$ cat src/rtl/piece_writer_if.sv
// Piece-writer bus: request side from the game-control FSM plus the board RAM
// write port and the per-operation status flags.
//   start/x/y/mask/color : lock/erase request (driven by the controller)
//   busy/done            : operation status
//   wr_en/wr_x/wr_y/wr_data : board RAM write port
//   n_written/clipped    : result of the last operation, held until next start
interface piece_writer_if;
  logic        start;
  logic [4:0]  x;
  logic [4:0]  y;
  logic [15:0] mask;
  logic [2:0]  color;
  logic        busy;
  logic        done;
  logic        wr_en;
  logic [4:0]  wr_x;
  logic [4:0]  wr_y;
  logic [2:0]  wr_data;
  logic [4:0]  n_written;
  logic        clipped;

  modport master (
    output start, x, y, mask, color,
    input  busy, done, wr_en, wr_x, wr_y, wr_data, n_written, clipped
  );

  modport slave (
    input  start, x, y, mask, color,
    output busy, done, wr_en, wr_x, wr_y, wr_data, n_written, clipped
  );
endinterface

$ cat src/rtl/piece_writer.sv
// Board-cell write walker. On an accepted start, walks the 4x4 piece mask in
// row-major order, one cell per clock, and issues one board write per
// occupied in-bounds cell. Out-of-bounds occupied cells are skipped and flagged.
// Ports:
//   clk     : system clock
//   reset_n : asynchronous active-low reset
//   bus     : piece_writer_if.slave (request, write port, status)
module piece_writer #(
  parameter int unsigned BOARD_W = 10,
  parameter int unsigned BOARD_H = 20
) (
  input  logic            clk,
  input  logic            reset_n,
  piece_writer_if.slave   bus
);

  typedef enum logic [1:0] {StIdle, StScan, StDone} state_e;

  state_e      state_q, state_d;
  logic [4:0]  x_q, x_d;
  logic [4:0]  y_q, y_d;
  logic [15:0] mask_q, mask_d;
  logic [2:0]  color_q, color_d;
  logic [3:0]  idx_q, idx_d;
  logic        wr_en_q, wr_en_d;
  logic [4:0]  wr_x_q, wr_x_d;
  logic [4:0]  wr_y_q, wr_y_d;
  logic [2:0]  wr_data_q, wr_data_d;
  logic [4:0]  n_written_q, n_written_d;
  logic        clipped_q, clipped_d;

  // The write strobe is registered, so each cell is examined one edge ahead of
  // the cycle in which its write appears. From IDLE the first cell comes
  // straight from the request inputs; afterwards from the latched copy.
  logic        ex_from_bus;
  logic [4:0]  ex_x, ex_y;
  logic [15:0] ex_mask;
  logic [2:0]  ex_color;
  logic [3:0]  ex_idx;
  logic [5:0]  sx, sy;
  logic        ex_occ, ex_inb, examine;

  assign ex_from_bus = (state_q == StIdle);
  assign ex_x        = ex_from_bus ? bus.x     : x_q;
  assign ex_y        = ex_from_bus ? bus.y     : y_q;
  assign ex_mask     = ex_from_bus ? bus.mask  : mask_q;
  assign ex_color    = ex_from_bus ? bus.color : color_q;
  assign ex_idx      = ex_from_bus ? 4'd0      : idx_q + 4'd1;

  // 6-bit sums so a box hanging past column/row 31 cannot wrap back in bounds.
  assign sx     = {1'b0, ex_x} + {4'b0, ex_idx[1:0]};
  assign sy     = {1'b0, ex_y} + {4'b0, ex_idx[3:2]};
  assign ex_occ = ex_mask[ex_idx];
  assign ex_inb = (sx < 6'(BOARD_W)) && (sy < 6'(BOARD_H));

  always_comb begin
    state_d     = state_q;
    x_d         = x_q;
    y_d         = y_q;
    mask_d      = mask_q;
    color_d     = color_q;
    idx_d       = idx_q;
    wr_en_d     = 1'b0;
    wr_x_d      = wr_x_q;
    wr_y_d      = wr_y_q;
    wr_data_d   = wr_data_q;
    n_written_d = n_written_q;
    clipped_d   = clipped_q;
    examine     = 1'b0;

    // Count the write that is on the port during this cycle.
    if (wr_en_q) n_written_d = n_written_q + 5'd1;

    unique case (state_q)
      StIdle: begin
        if (bus.start) begin
          x_d         = bus.x;
          y_d         = bus.y;
          mask_d      = bus.mask;
          color_d     = bus.color;
          idx_d       = 4'd0;
          n_written_d = 5'd0;
          clipped_d   = 1'b0;
          examine     = 1'b1;
          state_d     = StScan;
        end
      end
      StScan: begin
        if (idx_q == 4'd15) begin
          state_d = StDone;
        end else begin
          idx_d   = idx_q + 4'd1;
          examine = 1'b1;
        end
      end
      StDone: begin
        state_d = StIdle;
      end
      default: begin
        state_d = StIdle;
      end
    endcase

    // Address/data only move on a real write; they hold otherwise.
    if (examine && ex_occ) begin
      if (ex_inb) begin
        wr_en_d   = 1'b1;
        wr_x_d    = sx[4:0];
        wr_y_d    = sy[4:0];
        wr_data_d = ex_color;
      end else begin
        clipped_d = 1'b1;
      end
    end
  end

  always_ff @(posedge clk or negedge reset_n) begin
    if (!reset_n) begin
      state_q     <= StIdle;
      x_q         <= 5'd0;
      y_q         <= 5'd0;
      mask_q      <= 16'd0;
      color_q     <= 3'd0;
      idx_q       <= 4'd0;
      wr_en_q     <= 1'b0;
      wr_x_q      <= 5'd0;
      wr_y_q      <= 5'd0;
      wr_data_q   <= 3'd0;
      n_written_q <= 5'd0;
      clipped_q   <= 1'b0;
    end else begin
      state_q     <= state_d;
      x_q         <= x_d;
      y_q         <= y_d;
      mask_q      <= mask_d;
      color_q     <= color_d;
      idx_q       <= idx_d;
      wr_en_q     <= wr_en_d;
      wr_x_q      <= wr_x_d;
      wr_y_q      <= wr_y_d;
      wr_data_q   <= wr_data_d;
      n_written_q <= n_written_d;
      clipped_q   <= clipped_d;
    end
  end

  assign bus.busy      = (state_q != StIdle);
  assign bus.done      = (state_q == StDone);
  assign bus.wr_en     = wr_en_q;
  assign bus.wr_x      = wr_x_q;
  assign bus.wr_y      = wr_y_q;
  assign bus.wr_data   = wr_data_q;
  assign bus.n_written = n_written_q;
  assign bus.clipped   = clipped_q;

endmodule

$ cat src/flat_wrapper.sv
// flat-port wrapper written by rule: the top's interface ports become plain ports
module piece_writer_flat 
#(
  parameter int unsigned BOARD_W = 10,
  parameter int unsigned BOARD_H = 20
)
  (clk, reset_n, bus_start, bus_x, bus_y, bus_mask, bus_color, bus_busy, bus_done, bus_wr_en, bus_wr_x, bus_wr_y, bus_wr_data, bus_n_written, bus_clipped);
  piece_writer_if bus_i ();
  input  logic clk;
  input  logic reset_n;
  input wire logic [$bits(bus_i.start)-1:0] bus_start;
  input wire logic [$bits(bus_i.x)-1:0] bus_x;
  input wire logic [$bits(bus_i.y)-1:0] bus_y;
  input wire logic [$bits(bus_i.mask)-1:0] bus_mask;
  input wire logic [$bits(bus_i.color)-1:0] bus_color;
  output wire logic [$bits(bus_i.busy)-1:0] bus_busy;
  output wire logic [$bits(bus_i.done)-1:0] bus_done;
  output wire logic [$bits(bus_i.wr_en)-1:0] bus_wr_en;
  output wire logic [$bits(bus_i.wr_x)-1:0] bus_wr_x;
  output wire logic [$bits(bus_i.wr_y)-1:0] bus_wr_y;
  output wire logic [$bits(bus_i.wr_data)-1:0] bus_wr_data;
  output wire logic [$bits(bus_i.n_written)-1:0] bus_n_written;
  output wire logic [$bits(bus_i.clipped)-1:0] bus_clipped;
  assign bus_i.start = bus_start;
  assign bus_i.x = bus_x;
  assign bus_i.y = bus_y;
  assign bus_i.mask = bus_mask;
  assign bus_i.color = bus_color;
  assign bus_busy = bus_i.busy;
  assign bus_done = bus_i.done;
  assign bus_wr_en = bus_i.wr_en;
  assign bus_wr_x = bus_i.wr_x;
  assign bus_wr_y = bus_i.wr_y;
  assign bus_wr_data = bus_i.wr_data;
  assign bus_n_written = bus_i.n_written;
  assign bus_clipped = bus_i.clipped;
  piece_writer #(.BOARD_W(BOARD_W), .BOARD_H(BOARD_H)) u_core (.clk(clk), .reset_n(reset_n), .bus(bus_i));
endmodule
$ cat config.mk
export PLATFORM = sky130hd
export DESIGN_NAME = piece_writer_flat
export DESIGN_NICKNAME = d
export VERILOG_FILES = /design/src/rtl/piece_writer_if.sv /design/src/rtl/piece_writer.sv /design/src/flat_wrapper.sv
export SDC_FILE = /design/constraint.sdc
export NUM_CORES = 1
export LEC_CHECK = 0
export BUFFER_PORTS_ARGS = -buffer_cell sky130_fd_sc_hd__buf_2
export CAP_MARGIN = 30
export CORE_UTILIZATION = 25
export DETAILED_ROUTE_END_ITERATION = 8
export SYNTH_ARGS = -nofsm -noshare
export SYNTH_HDL_FRONTEND = slang
export SYNTH_SLANG_ARGS = --single-unit
$ cat constraint.sdc
create_clock -name clk -period 3.8 [get_ports clk]
set_clock_uncertainty 0.05 [all_clocks]
set_input_delay 0.76 -clock clk [delete_from_list [all_inputs] [get_ports clk]]
set_output_delay 0.76 -clock clk [all_outputs]
set_load 0.02 [all_outputs]
==> out/results.ini, run 1 <==
[layout]
layout-drive-gt1-share = 0.394
diodes = 0
area_growth_pct = 20.9
fillers = 1142
final_net_count = 342

[timing]
layout_setup_ws_ps = 282
rsz0062_at_grt = false
fmax_mhz = 284
tightest_slew_ps = 877
timing.final.crit_share = 0.926
setup_tns_ps = 0
hold_violations = 0
setup_viol = 0
fin_crit_ps = 3520
finalMaxSlewViolations = 0
slew-limit-headroom = 0.416

[placement]
dp_hpwl_um = 4670
gp_congestion = 0.809
dp_slack_ps = 275
port_buffers = 53

[drt]
wl_per_cell_um = 13.9
wl_met3_um = 465
vias = 1987
drt_iter0_drc = 83
routed.top_layer = met4
dr_wl_met2_um = 2670
drtAntennaViolNets = 0
routed_wl_um = 6150
drt_first_pass_iters = 4
drc_errors = 0
viasPerCell = 4.50
wl_met1_um = 2930

[cts]
cts_resized = 0
cts_buffer_depth = 2
clk_pin_slew_ps = 70
htree_levels = 2
cts.sinks = 55
cts_tree = yes
cts_hold_buf = 0
clkLatencyLatePin_ps = 290
ctsRootBufferMaster = clkbuf_16
numCtsBuffers = 5
post_cts_buffers = 0

[floorplan]
die_w_um = 109
die_y_um = 109
io_pins = 54
row_count = 38
core_sq_um = 11000
dieArea_sq_um = 11900
start_util = 0.261

[yosys]
synthCells = 246
yosys.cell_types.count = 44
synth_top_flop_cell = dfrtp_1
synth_top_cell_area_share = 0.479
synth_edf_count = 0
yosysTopAreaCell = dfrtp_1
ys_async_sr_fraction = 1.00
yosysSeqAreaShare = 0.479
syn_avg_cell_area_sq_um = 11.7
yosys_warnings = 0
syn-num-nets = 286
synth_area_sq_um = 2870
ys_seq_elements = 55
synthTopCellsByArea = dfrtp_1, mux2_2, nand2_1

[setup_path]
cp.arrival_ps = 3650
slowest_delay_ps = 510
crit_start = u_core.idx_q[2]$_DFFE_PN0P_
critPathLaunchType = register
cp.required_ps = 3930
cp_top_family = simple AND/OR/NAND/NOR gates
cp_slowest_cell = fa_1
crit_buf_inv = 2
worstPathMaxFanout = 8
crit_path_end_kind = register
cp_cell_sequence = nand3_1 -> or2_2 -> a21oi_1 -> inv_1 -> fa_1 -> a211o_1 -> a31o_2 -> nor4_4 -> buf_6 -> mux2_4
worstSetupPathType = reg2reg
r2r-start = u_core.idx_q[2]$_DFFE_PN0P_

[pwr]
ir_drop_mv = 0.384
power_per_cell_area_nw_per_um2 = 1010
p_leak_uw = 0.00163

[grt]
grt_pass1_vias = 2048
track_usage = 0.115
antenna_found_initial = 0
grt_first_pass_wirelength_um = 10400
gr-total-overflow = 0
grt_start_max_net_pins = 39

[hold_path]
hold_path_startpoint = u_core.bus.wr_x[4]$_DFFE_PN0P_
hold_path.class = reg2reg

[run]
max_cap_viol_count = 0

[outcome]
outcome = completed

-- power breakdown --
group	internal, uW	switching [uW]	leakage, uW	total (uW)
Clock	308	195	0.0000769	503
Combinational	948	1010	0.000880	1960
Sequential	870	183	0.000671	1050
-- registers in the layout, indices dropped and copies added, names as in the netlist --
register and count:
u_core.bus.wr_en 1, u_core.state_q 2, u_core.color_q 3, u_core.bus.wr_data 3, u_core.mask_q 16, u_core.bus.wr_y 5
u_core.bus.n_written 5, u_core.bus.wr_x 5, u_core.x_q 5, u_core.y_q 5, u_core.idx_q 4, u_core.bus.clipped 1
-- metal layers --
layer / vias up / GRT usage
li1: 968 / -
met1: 961 / 0.154
met2: 50 / 0.175
met3: 8 / 0.0377
met4: 0 / 0.0333
met5: - / 0
-- final timing paths --
path                                                      to  slack [ps]  depth (start not counted)
hold / removal                u_core.bus.wr_x[4]$_DFFE_PN0P_         450                          1
max in group asynchronous      u_core.color_q[1]$_DFFE_PN0P_        2390                          2
setup reg to reg              u_core.bus.wr_y[0]$_DFFE_PN0P_         280                         10
min in group asynchronous  u_core.bus.n_written[0]$_DFF_PN0_         530                          1
hold reg to reg               u_core.bus.wr_x[4]$_DFFE_PN0P_         450                          1
setup / recovery              u_core.bus.wr_y[0]$_DFFE_PN0P_         280                         10
-- placed cells by master, fill, tap and decap left out, types with 2 or more instances in the layout --
cell type / Yosys / final
dfrtp_1: 55 / 55
buf_2: 3 / 53
mux2_2: 33 / 33
nand2_1: 32 / 32
nor2_1: 14 / 14
inv_1: 11 / 11
o21ai_0: 8 / 8
xor2_1: 7 / 7
mux2i_1: 7 / 7
buf_4: 0 / 7
mux2_4: 6 / 6
ha_1: 6 / 6
xnor2_1: 5 / 5
nand3_1: 5 / 5
a21oi_1: 5 / 5
clkbuf_16: 0 / 5
mux4_2: 4 / 4
and2_1: 3 / 3
nand4_1: 3 / 3
nor3_1: 3 / 3
and3_1: 2 / 2
a21o_1: 2 / 2
nor2b_1: 2 / 2
fa_1: 2 / 2
-- cell usage after synthesis (4+ instances only) --
cell type and count:
xor2_1 7, ha_1 6, xnor2_1 5, nor2_1 14, dfrtp_1 55, a21oi_1 5, mux4_2 4, nand3_1 5
nand2_1 32, mux2_2 33, mux2i_1 7, o21ai_0 8, clkbuf_1 4, inv_1 11, mux2_4 6
-- metrics by stage --
step | utilization | power [uW] | area (sq um) | hold WS, ps | cells
after floorplan | - | 2540 | 2870 | 414 | 246
after global placement | 0.299 | 2960 | 3300 | 429 | 434
after detailed placement | 0.300 | 3030 | 3310 | 435 | 435
after CTS | 0.315 | 3560 | 3470 | 450 | 442
after global routing | 0.315 | 3820 | 3470 | 475 | 442
final | 0.315 | 3510 | 3470 | 451 | 442
-- cell families after synthesis --
| group | count (synthesis) | share of synthesized area |
|---|---|---|
| AND/OR/NAND/NOR | 71 | 0.125 |
| flip-flops | 55 | 0.479 |
| multiplexers | 51 | 0.221 |
| AO/OA/AOI/OAI | 25 | 0.0592 |
| buffers and inverters | 24 | 0.0387 |
| XOR/XNOR | 12 | 0.0366 |
| adder cells (fa/ha/maj) | 8 | 0.0401 |
-- layout make-up --
cell class                      instances  area (sq um)  share of cell area
Clock inverter                          1          30.0             0.00865
Sequential cell                        55          1380               0.396
Tap cell                              140           175              0.0504
Clock buffer                            6           129              0.0371
Multi-Input combinational cell        167          1390               0.399
Timing Repair Buffer                   61           329              0.0947
Inverter                               12          47.5              0.0137
Note: power is estimated with default switching activity, not from simulation.
==> run 2: changes to the inputs <==
--- a/config.mk
+++ b/config.mk
@@ -9,6 +9,8 @@
 export CAP_MARGIN = 30
 export CORE_UTILIZATION = 25
 export DETAILED_ROUTE_END_ITERATION = 8
+export PLACE_DENSITY = 0.52
 export SYNTH_ARGS = -nofsm -noshare
 export SYNTH_HDL_FRONTEND = slang
 export SYNTH_SLANG_ARGS = --single-unit
+export TNS_END_PERCENT = 20
==> out/results.ini, run 2 (synthesis results as in run 1) <==
[outcome]
outcome = completed

[pwr]
ir_drop_mv = 0.333
power_per_cell_area_nw_per_um2 = 991
p_leak_uw = 0.00161

[setup_path]
reg2reg_depth = 11
cp_top_family = compound AO/OA/AOI/OAI gates
cp_cell_sequence = nand3_1 -> or2_2 -> a21oi_1 -> ha_1 -> a21oi_1 -> inv_1 -> a211o_1 -> a31o_2 -> nor4_4 -> buf_6 -> mux2_4
crit_buf_inv = 2
cp.required_ps = 3920
crit_path_end_kind = register
worstPathMaxFanout = 8
cp_common_cell = a21oi_1
r2r-start = u_core.idx_q[2]$_DFFE_PN0P_
cp.arrival_ps = 3610
cp_slowest_cell = dfrtp_1
crit_start = u_core.idx_q[2]$_DFFE_PN0P_
worstSetupPathType = reg2reg
r2r_end = u_core.bus.wr_data[0]$_DFFE_PN0P_
reg2reg_slack_ps = 310
slowest_delay_ps = 460
critPathLaunchType = register

[layout]
mostFrequentLayoutCells = dfrtp_1, buf_2, mux2_2, nand2_1, nor2_1
final_net_count = 342
largest_register = u_core.mask_q
layout-drive-gt1-share = 0.392
final_core_util = 0.312
diodes = 0
area_growth_pct = 19.8
final_common_cell = dfrtp_1
largest_reg_flops = 16

[cts]
clkLatencyLatePin_ps = 290
cts.sinks = 55
cts_hold_buf = 0
post_cts_buffers = 0
htree_levels = 2
cts_buffer_depth = 2
cts_resized = 0
ctsRootBufferMaster = clkbuf_16
cts_tree = yes
clk_pin_slew_ps = 70
numCtsBuffers = 5

[grt]
grt_start_max_net_pins = 36
track_usage = 0.108
antenna_found_initial = 0
grt_pass1_vias = 1907
grt_first_pass_wirelength_um = 9720
gr-total-overflow = 0

[drt]
drt_iter0_drc = 79
drc_errors = 0
vias = 1892
viasPerCell = 4.29
wl_per_cell_um = 13.8
routed_wl_um = 6080
drtAntennaViolNets = 0
drt_first_pass_iters = 4

[placement]
dp_hpwl_um = 4630
port_buffers = 53
gp_congestion = 0.823

[floorplan]
row_count = 38
die_w_um = 109
core_sq_um = 11000
start_util = 0.261
io_pins = 54
die_y_um = 109
dieArea_sq_um = 11900

[timing]
hold_violations = 0
rsz0062_at_grt = false
slew-limit-headroom = 0.553
fin_crit_ps = 3490
setup_viol = 0
finalMaxSlewViolations = 0
tightest_slew_ps = 667
setup_tns_ps = 0
timing.final.crit_share = 0.919
fmax_mhz = 286

[hold_path]
hold_path.class = in2async

[run]
max_cap_viol_count = 0

[run 2: routing by layer]
metal / vias up / track usage / share of wire / wire length, um
li1: 957 / - / - / -
met1: 892 / 0.147 / 0.49 / 2990
met2: 37 / 0.170 / 0.45 / 2750
met3: 6 / 0.0233 / 0.048 / 294
met4: 0 / 0.0343 / 0.0086 / 52
met5: - / 0 / 0 / 0
[run 2: where the power goes]
| part | switching [uW] | internal, uW |
|---|---|---|
| combinational | 972 | 952 |
| clock | 189 | 237 |
| sequential | 192 | 870 |
[run 2: cell type report]
cell class	count	area (sq um)
fillers	1175	7590
multi-input cells	167	1390
flip-flops and latches	55	1380
repair buffers	61	329
well taps	140	175
clock buffers	6	129
inverters	12	47.5
[run 2: per-stage QoR]
step | power [uW] | cells | hold WS (ps) | area [sq um] | setup WS [ps]
after floorplan | 2540 | 246 | 414 | 2870 | 490
after global placement | 2970 | 434 | 435 | 3300 | 79.7
after detailed placement | 3030 | 435 | 439 | 3310 | 323
after CTS | 3470 | 441 | 453 | 3440 | 304
after global routing | 3690 | 441 | 469 | 3440 | 49.7
final | 3410 | 441 | 443 | 3440 | 308
[run 2: worst max-delay path by stage]
stage / to / depth (start not counted)
3_3_place_gp: u_core.bus.wr_x[0]$_DFFE_PN0P_ / 9
4_1_cts: u_core.bus.wr_data[2]$_DFFE_PN0P_ / 10
6_report: u_core.bus.wr_data[0]$_DFFE_PN0P_ / 11
5_1_grt: u_core.bus.wr_data[0]$_DFFE_PN0P_ / 11
2_1_floorplan: u_core.bus.wr_data[0]$_DFFE_PN0P_ / 13
3_5_place_dp: u_core.bus.wr_data[0]$_DFFE_PN0P_ / 11
